===== config.mk =====
export PLATFORM = sky130hd
export DESIGN_NAME = if_fetch_queue
export DESIGN_NICKNAME = d
export VERILOG_FILES = /design/src/rtl/if_fetch_queue_pkg.sv /design/src/rtl/if_fetch_queue_fifo_sync.sv /design/src/rtl/if_fetch_queue.sv
export SDC_FILE = /design/constraint.sdc
export NUM_CORES = 1
export LEC_CHECK = 0
export BUFFER_PORTS_ARGS = -buffer_cell sky130_fd_sc_hd__buf_2
export CAP_MARGIN = 30
export CORE_ASPECT_RATIO = 0.9
export CORE_UTILIZATION = 61
export CTS_CLUSTER_DIAMETER = 60
export DETAILED_ROUTE_END_ITERATION = 10
export PLACE_DENSITY = 0.94
export SYNTH_ARGS = -nofsm -noshare
export SYNTH_HDL_FRONTEND = slang
export SYNTH_HIERARCHICAL = 1
export SYNTH_SLANG_ARGS = --single-unit

===== constraint.sdc =====
create_clock -name clk -period 6.8 [get_ports clk]
set_clock_uncertainty 0.2 [all_clocks]
set_input_delay 1.36 -clock clk [delete_from_list [all_inputs] [get_ports clk]]
set_output_delay 1.36 -clock clk [all_outputs]
set_load 0.1 [all_outputs]

===== src/rtl/if_fetch_queue_pkg.sv =====
// Shared bus-width and PC-step constants for the instruction fetch path.
package if_fetch_queue_pkg;
    localparam int InstAddrBus = 32;
    localparam int InstBus     = 32;
    localparam int PcIncr      = 4;
endpackage


===== src/rtl/if_fetch_queue_fifo_sync.sv =====
// Synchronous circular queue with clear; head entry shown combinationally.
module fifo_sync #(
    parameter int WIDTH = 64,
    parameter int DEPTH = 4,
    localparam int PTR_W = $clog2(DEPTH),
    localparam int CNT_W = $clog2(DEPTH + 1)
) (
    input  logic             clk,
    input  logic             rst,
    input  logic             push,
    input  logic             pop,
    input  logic             clr,
    input  logic [WIDTH-1:0] din,
    output logic [CNT_W-1:0] count,
    output logic [WIDTH-1:0] head
);
    logic [WIDTH-1:0] mem [DEPTH];
    logic [PTR_W-1:0] head_q;
    logic [PTR_W-1:0] tail_q;
    logic [CNT_W-1:0] count_q;

    // DEPTH is a power of two, so pointer wrap is plain binary overflow.
    always_ff @(posedge clk or negedge rst) begin
        if (!rst) begin
            head_q  <= '0;
            tail_q  <= '0;
            count_q <= '0;
        end else if (clr) begin
            head_q  <= '0;
            tail_q  <= '0;
            count_q <= '0;
        end else begin
            if (push) tail_q <= tail_q + PTR_W'(1);
            if (pop)  head_q <= head_q + PTR_W'(1);
            count_q <= count_q + CNT_W'(push) - CNT_W'(pop);
        end
    end

    always_ff @(posedge clk) begin
        if (push && !clr) mem[tail_q] <= din;
    end

    assign count = count_q;
    assign head  = mem[head_q];
endmodule


===== src/rtl/if_fetch_queue.sv =====
// Instruction fetch: PC register, ROM read control and a small prefetch queue.
module if_fetch_queue
    import if_fetch_queue_pkg::*;
#(
    parameter int ADDR_W = InstAddrBus,
    parameter int INST_W = InstBus,
    parameter int DEPTH  = 4,
    parameter logic [ADDR_W-1:0] RESET_PC = '0,
    localparam int CNT_W = $clog2(DEPTH + 1)
) (
    input  logic              clk,
    input  logic              rst,
    input  logic              fetch_en_i,
    input  logic              flush_i,
    input  logic [ADDR_W-1:0] flush_pc_i,
    output logic [ADDR_W-1:0] rom_addr_o,
    output logic              rom_ce_o,
    input  logic [INST_W-1:0] rom_data_i,
    output logic              valid_o,
    input  logic              ready_i,
    output logic [ADDR_W-1:0] pc_o,
    output logic [INST_W-1:0] inst_o,
    output logic [CNT_W-1:0]  count_o
);
    localparam int ENT_W = ADDR_W + INST_W;

    logic [ADDR_W-1:0] pc_q;
    logic [CNT_W-1:0]  count;
    logic [ENT_W-1:0]  head;
    logic              full;
    logic              pop;
    logic              push;

    assign full  = (count == CNT_W'(DEPTH));
    assign pop   = valid_o && ready_i && !flush_i;
    // Gated by rst so the ROM is never enabled while reset is asserted.
    assign push  = rst && fetch_en_i && !flush_i && (!full || pop);

    always_ff @(posedge clk or negedge rst) begin
        if (!rst) begin
            pc_q <= RESET_PC;
        end else if (flush_i) begin
            pc_q <= flush_pc_i & ~ADDR_W'(3);
        end else if (push) begin
            pc_q <= pc_q + ADDR_W'(PcIncr);
        end
    end

    fifo_sync #(
        .WIDTH (ENT_W),
        .DEPTH (DEPTH)
    ) u_fifo (
        .clk   (clk),
        .rst   (rst),
        .push  (push),
        .pop   (pop),
        .clr   (flush_i),
        .din   ({pc_q, rom_data_i}),
        .count (count),
        .head  (head)
    );

    assign rom_addr_o = pc_q;
    assign rom_ce_o   = push;
    assign valid_o    = (count != '0);
    assign count_o    = count;
    assign pc_o       = head[INST_W +: ADDR_W];
    assign inst_o     = head[INST_W-1:0];
endmodule


==> flow_metrics.env, run 1 <==
export IMPL_grt_max_degree=67
export IMPL_critPathLaunchType="input port"
export IMPL_cp_startpoint="rst"
export IMPL_synth_edf_count=256
export IMPL_outcome="finished, final reports clean"
export IMPL_cts_sinks=293
export IMPL_cts_tree="built"
export IMPL_ant_nets=0
export IMPL_seqPwrFrac_pct=45.2
export IMPL_cp_max_fo=40
export IMPL_synthFlopType="edfxtp_1"
export IMPL_yosysTopAreaCellShare_pct=66.2
export IMPL_r2r_cells=4
export IMPL_synth_seq_cells=293
export IMPL_finalHoldViolCount=0
export IMPL_wl_um=23100
export IMPL_gp_congestion=0.816
export IMPL_cts_root_buf="clkbuf_16"
export IMPL_drtIter0Drc=476
export IMPL_async_flop_share_pct=12.6
export IMPL_timing_final_crit_share_pct=67.8
export IMPL_dieArea_um2=19600
export IMPL_avgSynthCellArea_um2=19.5
export IMPL_synth_area_um2=11600
export IMPL_clk_pin_slew_ns=0.06
export IMPL_wl_per_cell_um=22.1
export IMPL_maxSlewHeadroom_pct=33.9
export IMPL_grt_pass1_vias=6488
export IMPL_synth_cell_type_count=50
export IMPL_cp_end_kind="primary output"
export IMPL_post_cts_buffers=0
export IMPL_crit_end="rom_ce_o"
export IMPL_h_tree_depth=1
export IMPL_initial_core_util_pct=62.7
export IMPL_synth_warnings=6
export IMPL_fmax_mhz=217
export IMPL_drv_slew=0
export IMPL_p_sw_share_pct=32.7
export IMPL_final_setup_tns_ns=0
export IMPL_io_pins=170
export IMPL_synth_top_cells_by_count="edfxtp_1 (256), mux4_2 (64), dfrtp_1 (37), nor2_1 (24), nand2_1 (21)"
export IMPL_pwr_share_comb_pct=22.5
export IMPL_maxCapViolations=0
export IMPL_r2r_setup_slack_ns=3.93
export IMPL_final_nets=855
export IMPL_gr_total_overflow=0
export IMPL_synth_cells=597
export IMPL_p_clk_share_pct=32.2
export IMPL_dr_total_vias=6410
export IMPL_drive_gt1_share_pct=37.0
export IMPL_r2r_start="u_fifo/count[2]$_DFF_PN0_"
export IMPL_cts_resized=0
export IMPL_synth_area_leaders="edfxtp_1 (66%), mux4_2 (12%), dfrtp_1 (8.0%)"
export IMPL_grt_pass1_wl_um=36200
export IMPL_antenna_found_initial=0
export IMPL_portBuffers=165
export IMPL_cts_buffers=28
export IMPL_p_int_mw=3.09
export IMPL_post_route_drc_count=0
export IMPL_crit_required_ns=5.24
export IMPL_viasPerCell=6.13
export IMPL_synth_most_common_cell="edfxtp_1"
export IMPL_syn2layout_area_growth_pct=17.1
export IMPL_peakVddDrop_uv=333
export IMPL_hold_buffers=0
export IMPL_power_mw=4.60
export IMPL_core_um2=18500
export IMPL_cp_arrival_ns=3.05
export IMPL_criticalPathCategory="in2out"
export IMPL_synth_top_cell_by_area="edfxtp_1"
export IMPL_yosysSeqAreaShare_pct=74.1
export IMPL_hold_class="reg2reg"
export IMPL_clockBufferDepth=3
export IMPL_track_usage_pct=24.4
export IMPL_rsz0062_at_grt="false"
export IMPL_clkLatencyLatePin_ns=0.52
export IMPL_die_x_um=147
export IMPL_std_cell_rows=47
export IMPL_period_needed_ns=4.61
export IMPL_finalSetupViolations=0
export IMPL_worst_slew_pin_slew_ns=0.991
export IMPL_num_antenna_cells=0
export IMPL_drt_first_pass_iters=5
export IMPL_die_y_um=133
export IMPL_dp_hpwl_um=13800
export IMPL_p_leak_nw=4.67
export IMPL_hold_start="u_fifo/tail_q[1]$_DFFE_PN0P_"
export IMPL_switchingPower_mw=1.50
export IMPL_r2r_end="u_fifo/mem[2][28]$_DFFE_PP_"
export IMPL_p_per_area_nw_per_um2=338
power by group through the flow:
| stage | Clock, mW | Sequential (mW) | Combinational (mW) |
|---|---|---|---|
| floorplan | 0 | 2.25 | 0.742 |
| global placement | 0 | 2.14 | 0.981 |
| detailed placement | 0 | 2.15 | 0.996 |
| CTS | 1.50 | 2.11 | 0.999 |
| global route | 1.57 | 2.09 | 1.07 |
| finish | 1.48 | 2.08 | 1.04 |
metrics by stage:
| step | area (um^2) | cells | worst slack [ns] | util (%) | hold WS (ns) |
|---|---|---|---|---|---|
| 2_1_floorplan | 11700 | 606 | 0.995 | - | 0.339 |
| 3_3_place_gp | 12600 | 989 | 2.18 | 68.1 | 0.369 |
| 3_5_place_dp | 12600 | 989 | 2.17 | 68.1 | 0.390 |
| 4_1_cts | 13500 | 1041 | 2.11 | 72.9 | 0.406 |
| 5_1_grt | 13600 | 1045 | 2.01 | 73.4 | 0.418 |
| 6_report | 13600 | 1045 | 2.19 | 73.4 | 0.407 |
worst max-delay path, cell delays in order:
cell     delay, ns
buf_2         0.08
buf_4         0.42
nand2_1       0.22
nor3_2        0.44
buf_2         0.51
cells in the final DEF, fill, tap and decap left out, drive strengths merged, types with 2 or more instances in the layout:
master    n
nand3    13
nor4      5
or3       5
ha        7
edfxtp  256
buf     172
nand4     8
or4b      3
mux2i     2
nor2     24
nor2b     5
o31a      2
clkbuf   37
inv      11
dfrtp    37
a21oi     3
nand2    21
a22o      2
and3      3
xor2      4
nor3      4
a31oi    18
clkinv   13
or4      18
nand3b    2
o31ai    13
and2      7
and4      2
o21ai    14
xnor2     5
mux4     64
conb     10
layout make-up:
cell class,instances,area [um^2]
inverter,10,37.5
fill,1092,4920
clock inverter,15,97.6
sequential,293,8620
multi-input combinational,273,2800
timing repair buffer,172,943
tap,245,307
clock buffer,37,796
state kept, by name, indices dropped and copies added (netlist names):
signal / cells
u_fifo/tail_q: 2
u_fifo/mem: 256
rom_addr_o: 30
u_fifo/head_q: 2
u_fifo/count: 3
how the worst min path moves through the flow:
stage | cells past startpoint | slack (ns) | endpoint
floorplan | 2 | 0.34 | u_fifo/tail_q[1]$_DFFE_PN0P_
finish | 2 | 0.41 | u_fifo/tail_q[1]$_DFFE_PN0P_
CTS | 2 | 0.41 | u_fifo/tail_q[1]$_DFFE_PN0P_
global placement | 2 | 0.37 | u_fifo/tail_q[1]$_DFFE_PN0P_
global route | 2 | 0.42 | u_fifo/tail_q[1]$_DFFE_PN0P_
detailed placement | 2 | 0.39 | u_fifo/tail_q[1]$_DFFE_PN0P_
layer usage:
metal	global-route usage (%)	up-vias	wire (um)
met5	0	-	0
met3	4.34	37	1810
met4	5.50	0	461
met1	35.4	3232	9410
met2	39.5	331	11500
li1	-	2810	-
logic make-up after synthesis:
kind of cell / count (synthesis) / share of synthesized area (%)
adder cells (fa/ha/maj): 8 / 0.926
multiplexers: 67 / 12.7
AND/OR/NAND/NOR: 123 / 6.10
AO/OA/AOI/OAI: 55 / 3.08
XOR/XNOR: 10 / 0.872
flip-flops: 293 / 74.1
other: 1 / 0.0323
buffers and inverters: 40 / 2.19
(Power assumes the default switching activity.)
==> inputs of run 2 (changes only) <==
Settings changed: CORE_UTILIZATION 61 to 57, PLACE_DENSITY 0.94 to 0.9.
Clock period 6.8 ns to 4.5 ns, I/O delays scaled along.
==> run 2 against run 1 <==
  * The flow now finishes with violations (design-rule violations)
  * Non-clock buffer count increased by 1
  * Global-route usage shrank 2.4 points
  * Register-to-register slack worse by 2.2 ns
  * Cell area up 0.77%
  * Total power up 54%
  * Sequential share of layout area is 0.49 points lower
  * Critical path type is now reg2out
==> flow_metrics.env, run 2 (synthesized netlist as in run 1, its figures left out) <==
export IMPL_criticalPathCategory="reg2out"
export IMPL_top_layer_used="met4"
export IMPL_top_register="u_fifo/mem"
export IMPL_io_pins=170
export IMPL_wl_met2_um=10700
export IMPL_post_cts_buffers=0
export IMPL_outcome="complete, but fails checks"
export IMPL_grt_max_degree=67
export IMPL_peakVddDrop_uv=613
export IMPL_final_nets=858
export IMPL_final_common_cell="edfxtp_1"
export IMPL_cp_num_buf_inv=2
export IMPL_antenna_found_initial=0
export IMPL_largest_reg_flops=256
export IMPL_clk_pin_slew_ns=0.06
export IMPL_drt_first_pass_iters=8
export IMPL_worst_slew_pin_slew_ns=0.984
export IMPL_cp_cell_sequence="buf_4 > mux4_2 > buf_2"
export IMPL_cp_end_kind="primary output"
export IMPL_post_route_drc_count=12
export IMPL_clkLatencyLatePin_ns=0.54
export IMPL_std_cell_rows=49
export IMPL_timing_hold_ws_ns=0.234
export IMPL_track_usage_pct=22.0
export IMPL_h_tree_depth=1
export IMPL_ant_nets=0
export IMPL_portBuffers=165
export IMPL_grt_pass1_wl_um=34900
export IMPL_cts_buffers=30
export IMPL_crit_required_ns=3.40
export IMPL_cts_sinks=293
export IMPL_finalSetupViolations=0
export IMPL_r2r_start="u_fifo/count[1]$_DFF_PN0_"
export IMPL_critPathTopFamily="flip-flops"
export IMPL_grt_pass1_vias=6403
export IMPL_critPathLaunchType="flip-flop"
export IMPL_slowest_stage="dfrtp_4"
export IMPL_drtIter0Drc=465
export IMPL_wl_per_cell_um=21.2
export IMPL_clockBufferDepth=3
export IMPL_cts_tree="built"
export IMPL_hold_buffers=0
export IMPL_drv_slew=0
export IMPL_viasPerCell=5.96
export IMPL_dr_total_vias=6314
export IMPL_maxCapViolations=0
export IMPL_violations="design-rule violations"
export IMPL_syn2layout_area_growth_pct=18.0
export IMPL_final_setup_tns_ns=0
export IMPL_r2r_setup_slack_ns=1.69
export IMPL_gr_total_overflow=0
export IMPL_hold_class="in2async"
export IMPL_dieArea_um2=21000
export IMPL_dp_hpwl_um=13700
export IMPL_wl_um=22500
export IMPL_r2r_end="u_fifo/mem[0][2]$_DFFE_PP_"
export IMPL_gp_congestion=0.837
export IMPL_die_y_um=137
export IMPL_cts_resized=0
export IMPL_period_needed_ns=3.71
export IMPL_p_leak_nw=4.70
export IMPL_initial_core_util_pct=58.1
export IMPL_rsz0062_at_grt="false"
export IMPL_wl_met1_um=9360
export IMPL_final_cell_mix="edfxtp_1 (256), buf_2 (165), mux4_2 (64)"
export IMPL_maxSlewHeadroom_pct=34.4
export IMPL_die_x_um=152
export IMPL_critical_path_max_stage_delay_ns=0.83
export IMPL_fill_cells=1317
export IMPL_fin_util_pct=68.6
export IMPL_r2r_cells=5
export IMPL_drive_gt1_share_pct=37.8
export IMPL_p_per_area_nw_per_um2=516
export IMPL_cts_root_buf="clkbuf_16"
export IMPL_num_antenna_cells=0
export IMPL_cp_max_fo=30
export IMPL_dr_wl_met3_um=1950
export IMPL_cp_arrival_ns=2.61
export IMPL_finalHoldViolCount=0
export IMPL_fmax_mhz=270
export IMPL_timing_final_crit_share_pct=82.4
export IMPL_core_um2=20000
run 2: cell types whose count changed in the layout (fill, tap and decap cells not counted):
cell,before,now
buf_16,2,0
inv_6,1,0
clkinvlp_4,0,5
clkinv_1,5,3
clkbuf_8,4,5
buf_12,2,5
nor3_4,0,1
nor3_2,1,0
clkbuf_1,4,3
clkbuf_16,29,31
run 2: area by class of cell:
class | count | area (um^2) | area share, %
sequential | 293 | 8620 | 62.9
multi-input combinational | 273 | 2810 | 20.5
timing repair buffer | 173 | 948 | 6.92
clock buffer | 39 | 856 | 6.24
tap | 255 | 319 | 2.33
clock inverter | 17 | 119 | 0.867
inverter | 10 | 37.5 | 0.274
run 2: worst max path at each step:
stage / slack [ns] / from / cells after the start / end
final: 0.79 / u_fifo/head_q[0]$_DFFE_PN0P_ / 3 / pc_o[23]
after global routing: 0.63 / u_fifo/head_q[0]$_DFFE_PN0P_ / 3 / pc_o[23]
after CTS: 0.71 / u_fifo/head_q[0]$_DFFE_PN0P_ / 3 / pc_o[23]
after detailed placement: 1.07 / flush_i / 5 / u_fifo/mem[0][30]$_DFFE_PP_
after global placement: 1.13 / flush_i / 5 / u_fifo/mem[0][9]$_DFFE_PP_
after floorplan: 0.34 / flush_i / 6 / u_fifo/mem[0][0]$_DFFE_PP_
run 2: per-stage QoR:
stage	cell area, um^2	std cells	power (mW)	worst slack (ns)
3_3_place_gp	12700	1004	4.74	1.13
2_1_floorplan	11700	606	4.52	0.337
3_5_place_dp	12700	1004	4.76	1.07
5_1_grt	13700	1060	7.29	0.635
4_1_cts	13700	1060	7.12	0.710
6_report	13700	1060	7.07	0.792
run 2: metal layers:
layer,track usage (%),up-vias
met5,0,-
met4,6.73,0
met3,4.12,36
met2,36.0,309
met1,30.7,3152
li1,-,2817
run 2: power breakdown:
group / switching, mW / total [mW] / internal (mW)
combinational: 1.19 / 1.53 / 0.340
sequential: 0.136 / 3.17 / 3.03
clock: 0.978 / 2.37 / 1.39
==> inputs of run 3 (changes only) <==
Settings changed: ABC_AREA set to 1, CORE_UTILIZATION 57 to 52, PLACE_DENSITY 0.9 to 0.86.
Clock period 4.5 ns to 3.4 ns, I/O delays scaled along.
==> run 3 against run 2 <==
  * Highest routed layer unchanged
  * Largest cell class unchanged
  * Total power increased by 47%
  * Worst hold slack worse by 0.22 ns
  * Register-to-register slack got worse by 0.80 ns
  * Setup slack worse by 0.65 ns
  * The run now ends clean
  * Combinational power up 94%
  * Critical path depth up 2
  * Area after synthesis increased by 12%
==> flow_metrics.env, run 3 <==
export IMPL_core_um2=24300
export IMPL_crit_required_ns=2.52
export IMPL_syn2layout_area_growth_pct=19.2
export IMPL_finalHoldViolCount=0
export IMPL_cp_arrival_ns=2.38
export IMPL_std_cell_rows=54
export IMPL_fmax_mhz=307
export IMPL_synth_edf_count=256
export IMPL_seqPwrFrac_pct=40.5
export IMPL_cts_buffers=29
export IMPL_top_register="u_fifo/mem"
export IMPL_clk_pin_slew_ns=0.06
export IMPL_drt_first_pass_iters=5
export IMPL_wl_um=26700
export IMPL_pwr_share_comb_pct=28.6
export IMPL_synth_most_common_cell="nand2_1"
export IMPL_finalSetupViolations=0
export IMPL_final_setup_tns_ns=0
export IMPL_h_tree_depth=1
export IMPL_ant_nets=0
export IMPL_avgSynthCellArea_um2=11.1
export IMPL_hold_buffers=0
export IMPL_drtIter0Drc=534
export IMPL_track_usage_pct=21.0
export IMPL_hold_class="in2async"
export IMPL_criticalPathCategory="reg2out"
export IMPL_peakVddDrop_uv=580
export IMPL_rsz0062_at_grt="false"
export IMPL_timing_final_crit_share_pct=95.8
export IMPL_critical_path_max_stage_delay_ns=0.43
export IMPL_drive_gt1_share_pct=19.7
export IMPL_fin_util_pct=63.5
export IMPL_fill_cells=1769
export IMPL_synth_cells=1164
export IMPL_power_mw=10.4
export IMPL_largest_reg_flops=256
export IMPL_p_per_area_nw_per_um2=673
export IMPL_final_cell_mix="nand2_1 (330), edfxtp_1 (256), inv_1 (187)"
export IMPL_cp_max_fo=60
export IMPL_post_route_drc_count=0
export IMPL_die_x_um=168
export IMPL_synth_area_leaders="edfxtp_1 (59%), nand2_1 (9.6%), o211ai_1 (7.6%)"
export IMPL_critPathTopFamily="buffers and inverters"
export IMPL_outcome="finished, final reports clean"
export IMPL_synth_area_um2=13000
export IMPL_clkLatencyLatePin_ns=0.54
export IMPL_synth_cell_type_count=31
export IMPL_synth_top_cell_by_area="edfxtp_1"
export IMPL_maxCapViolations=0
export IMPL_dieArea_um2=25600
export IMPL_critPathLaunchType="flip-flop"
export IMPL_clockBufferDepth=3
export IMPL_portBuffers=165
export IMPL_worst_slew_pin_slew_ns=0.569
export IMPL_cp_num_buf_inv=3
export IMPL_period_needed_ns=3.26
export IMPL_stdcell_area_um2=15400
export IMPL_synth_seq_cells=293
export IMPL_synth_top_cells_by_count="nand2_1 (330), edfxtp_1 (256), inv_1 (188), o211ai_1 (131), nand3_1 (57)"
export IMPL_switchingPower_mw=3.77
export IMPL_yosysTopAreaCellShare_pct=59.3
export IMPL_drv_slew=0
export IMPL_p_leak_nw=6.60
export IMPL_p_sw_share_pct=36.3
export IMPL_num_antenna_cells=0
export IMPL_cts_tree="built"
export IMPL_io_pins=170
export IMPL_die_y_um=152
export IMPL_grt_max_degree=65
export IMPL_grt_pass1_wl_um=41700
export IMPL_initial_core_util_pct=53.3
export IMPL_final_common_cell="nand2_1"
export IMPL_dr_total_vias=8755
export IMPL_cp_cell_sequence="inv_6 > buf_4 > o211ai_1 > nand2_1 > buf_2"
export IMPL_cts_root_buf="clkbuf_16"
export IMPL_wl_per_cell_um=16.0
export IMPL_multi_input_area_um2=3250
export IMPL_gp_congestion=0.944
export IMPL_async_flop_share_pct=12.6
export IMPL_slowest_stage="dfrtp_1"
export IMPL_gr_total_overflow=0
export IMPL_final_nets=1414
export IMPL_p_int_mw=6.63
export IMPL_place_area_um2=14500
export IMPL_dp_hpwl_um=17100
export IMPL_maxSlewHeadroom_pct=62.1
export IMPL_synth_warnings=6
export IMPL_viasPerCell=5.25
export IMPL_cts_sinks=293
export IMPL_post_cts_buffers=0
export IMPL_grt_pass1_vias=8315
export IMPL_yosysSeqAreaShare_pct=66.5
export IMPL_cp_end_kind="primary output"
export IMPL_final_seq_area_um2=8620
export IMPL_antenna_found_initial=0
export IMPL_p_clk_share_pct=30.9
export IMPL_cts_resized=0
export IMPL_synthFlopType="edfxtp_1"
[run 3: changes by cell type in the layout (fill, tap and decap cells not counted), moves of 15 or more]
| cell | delta |
|---|---|
| buf_2 | -31 |
| nand2_1 | +309 |
| o211ai_1 | +131 |
| inv_1 | +177 |
| a31oi_1 | -17 |
| buf_12 | +30 |
| or4_1 | -15 |
| mux4_2 | -64 |
| nand3_1 | +45 |
[run 3: power groups by stage]
stage                     clock (mW)  combinational, mW  sequential [mW]
after floorplan                    0               1.94             4.65
after global placement             0               2.93             4.27
after detailed placement           0               2.97             4.28
after CTS                       3.27               2.98             4.21
after global routing            3.43               3.11             4.23
final                           3.21               2.97             4.21
[run 3: logic make-up (layout without fill, tap and decap cells)]
| group | Yosys count | after routing | synth area share [%] |
|---|---|---|---|
| buffers and inverters | 243 | 429 | 8.98 |
| other | 1 | 10 | 0.0289 |
| DFF | 293 | 293 | 66.5 |
| and+or+nand+nor | 452 | 452 | 14.5 |
| adders and majority gates | 8 | 8 | 0.830 |
| AOI/OAI and AO/OA | 167 | 167 | 9.20 |
[run 3: routing by layer]
metal	wire, um	GRT usage [%]
met1	11200	27.0
met4	663	6.73
met3	1610	3.06
met2	13200	37.1
met5	0	0
[run 3: stage by stage]
stage / hold slack [ns] / cells / worst slack (ns)
after detailed placement: 0.413 / 1614 / 0.623
after global placement: 0.403 / 1614 / 0.632
final: 0.0124 / 1667 / 0.143
after global routing: 0.0376 / 1667 / 0.0329
after floorplan: 0.184 / 1173 / 0.0960
after CTS: 0.0107 / 1667 / 0.127
[run 3: area by class of cell]
cell class	instances	share of cell area [%]
Clock buffer	36	5.06
Clock inverter	17	1.26
Inverter	190	4.65
Multi-Input combinational cell	637	21.0
Sequential cell	293	55.8
Tap cell	308	2.50
Timing Repair Buffer	186	9.71
[run 3: final timing paths]
| check | startpoint | end | slack (ns) | cells after the start |
|---|---|---|---|---|
| max | u_fifo/head_q[0]$_DFFE_PN0P_ | inst_o[4] | 0.14 | 5 |
| min | rst | rom_addr_o[28]$_DFFE_PN0P_ | 0.01 | 2 |
| max reg2reg | u_fifo/count[1]$_DFF_PN0_ | u_fifo/count[2]$_DFF_PN0_ | 0.89 | 12 |
| min reg2reg | u_fifo/tail_q[1]$_DFFE_PN0P_ | u_fifo/tail_q[1]$_DFFE_PN0P_ | 0.42 | 2 |
| max in group asynchronous | rst | u_fifo/count[1]$_DFF_PN0_ | 2.61 | 2 |
| min in group clk | flush_pc_i[8] | rom_addr_o[8]$_DFFE_PN0P_ | 0.16 | 3 |
[run 3: worst register-to-register path, cell delays in order (launching register included)]
cell and delay (ns):
dfrtp_4 0.45, nor2_2 0.06, inv_1 0.05, nor2_1 0.04, nor3_1 0.41, ha_1 0.32
inv_1 0.06, ha_1 0.14, inv_1 0.05, fa_1 0.37, nand3_1 0.09, nand2_1 0.05
nor2_1 0.14
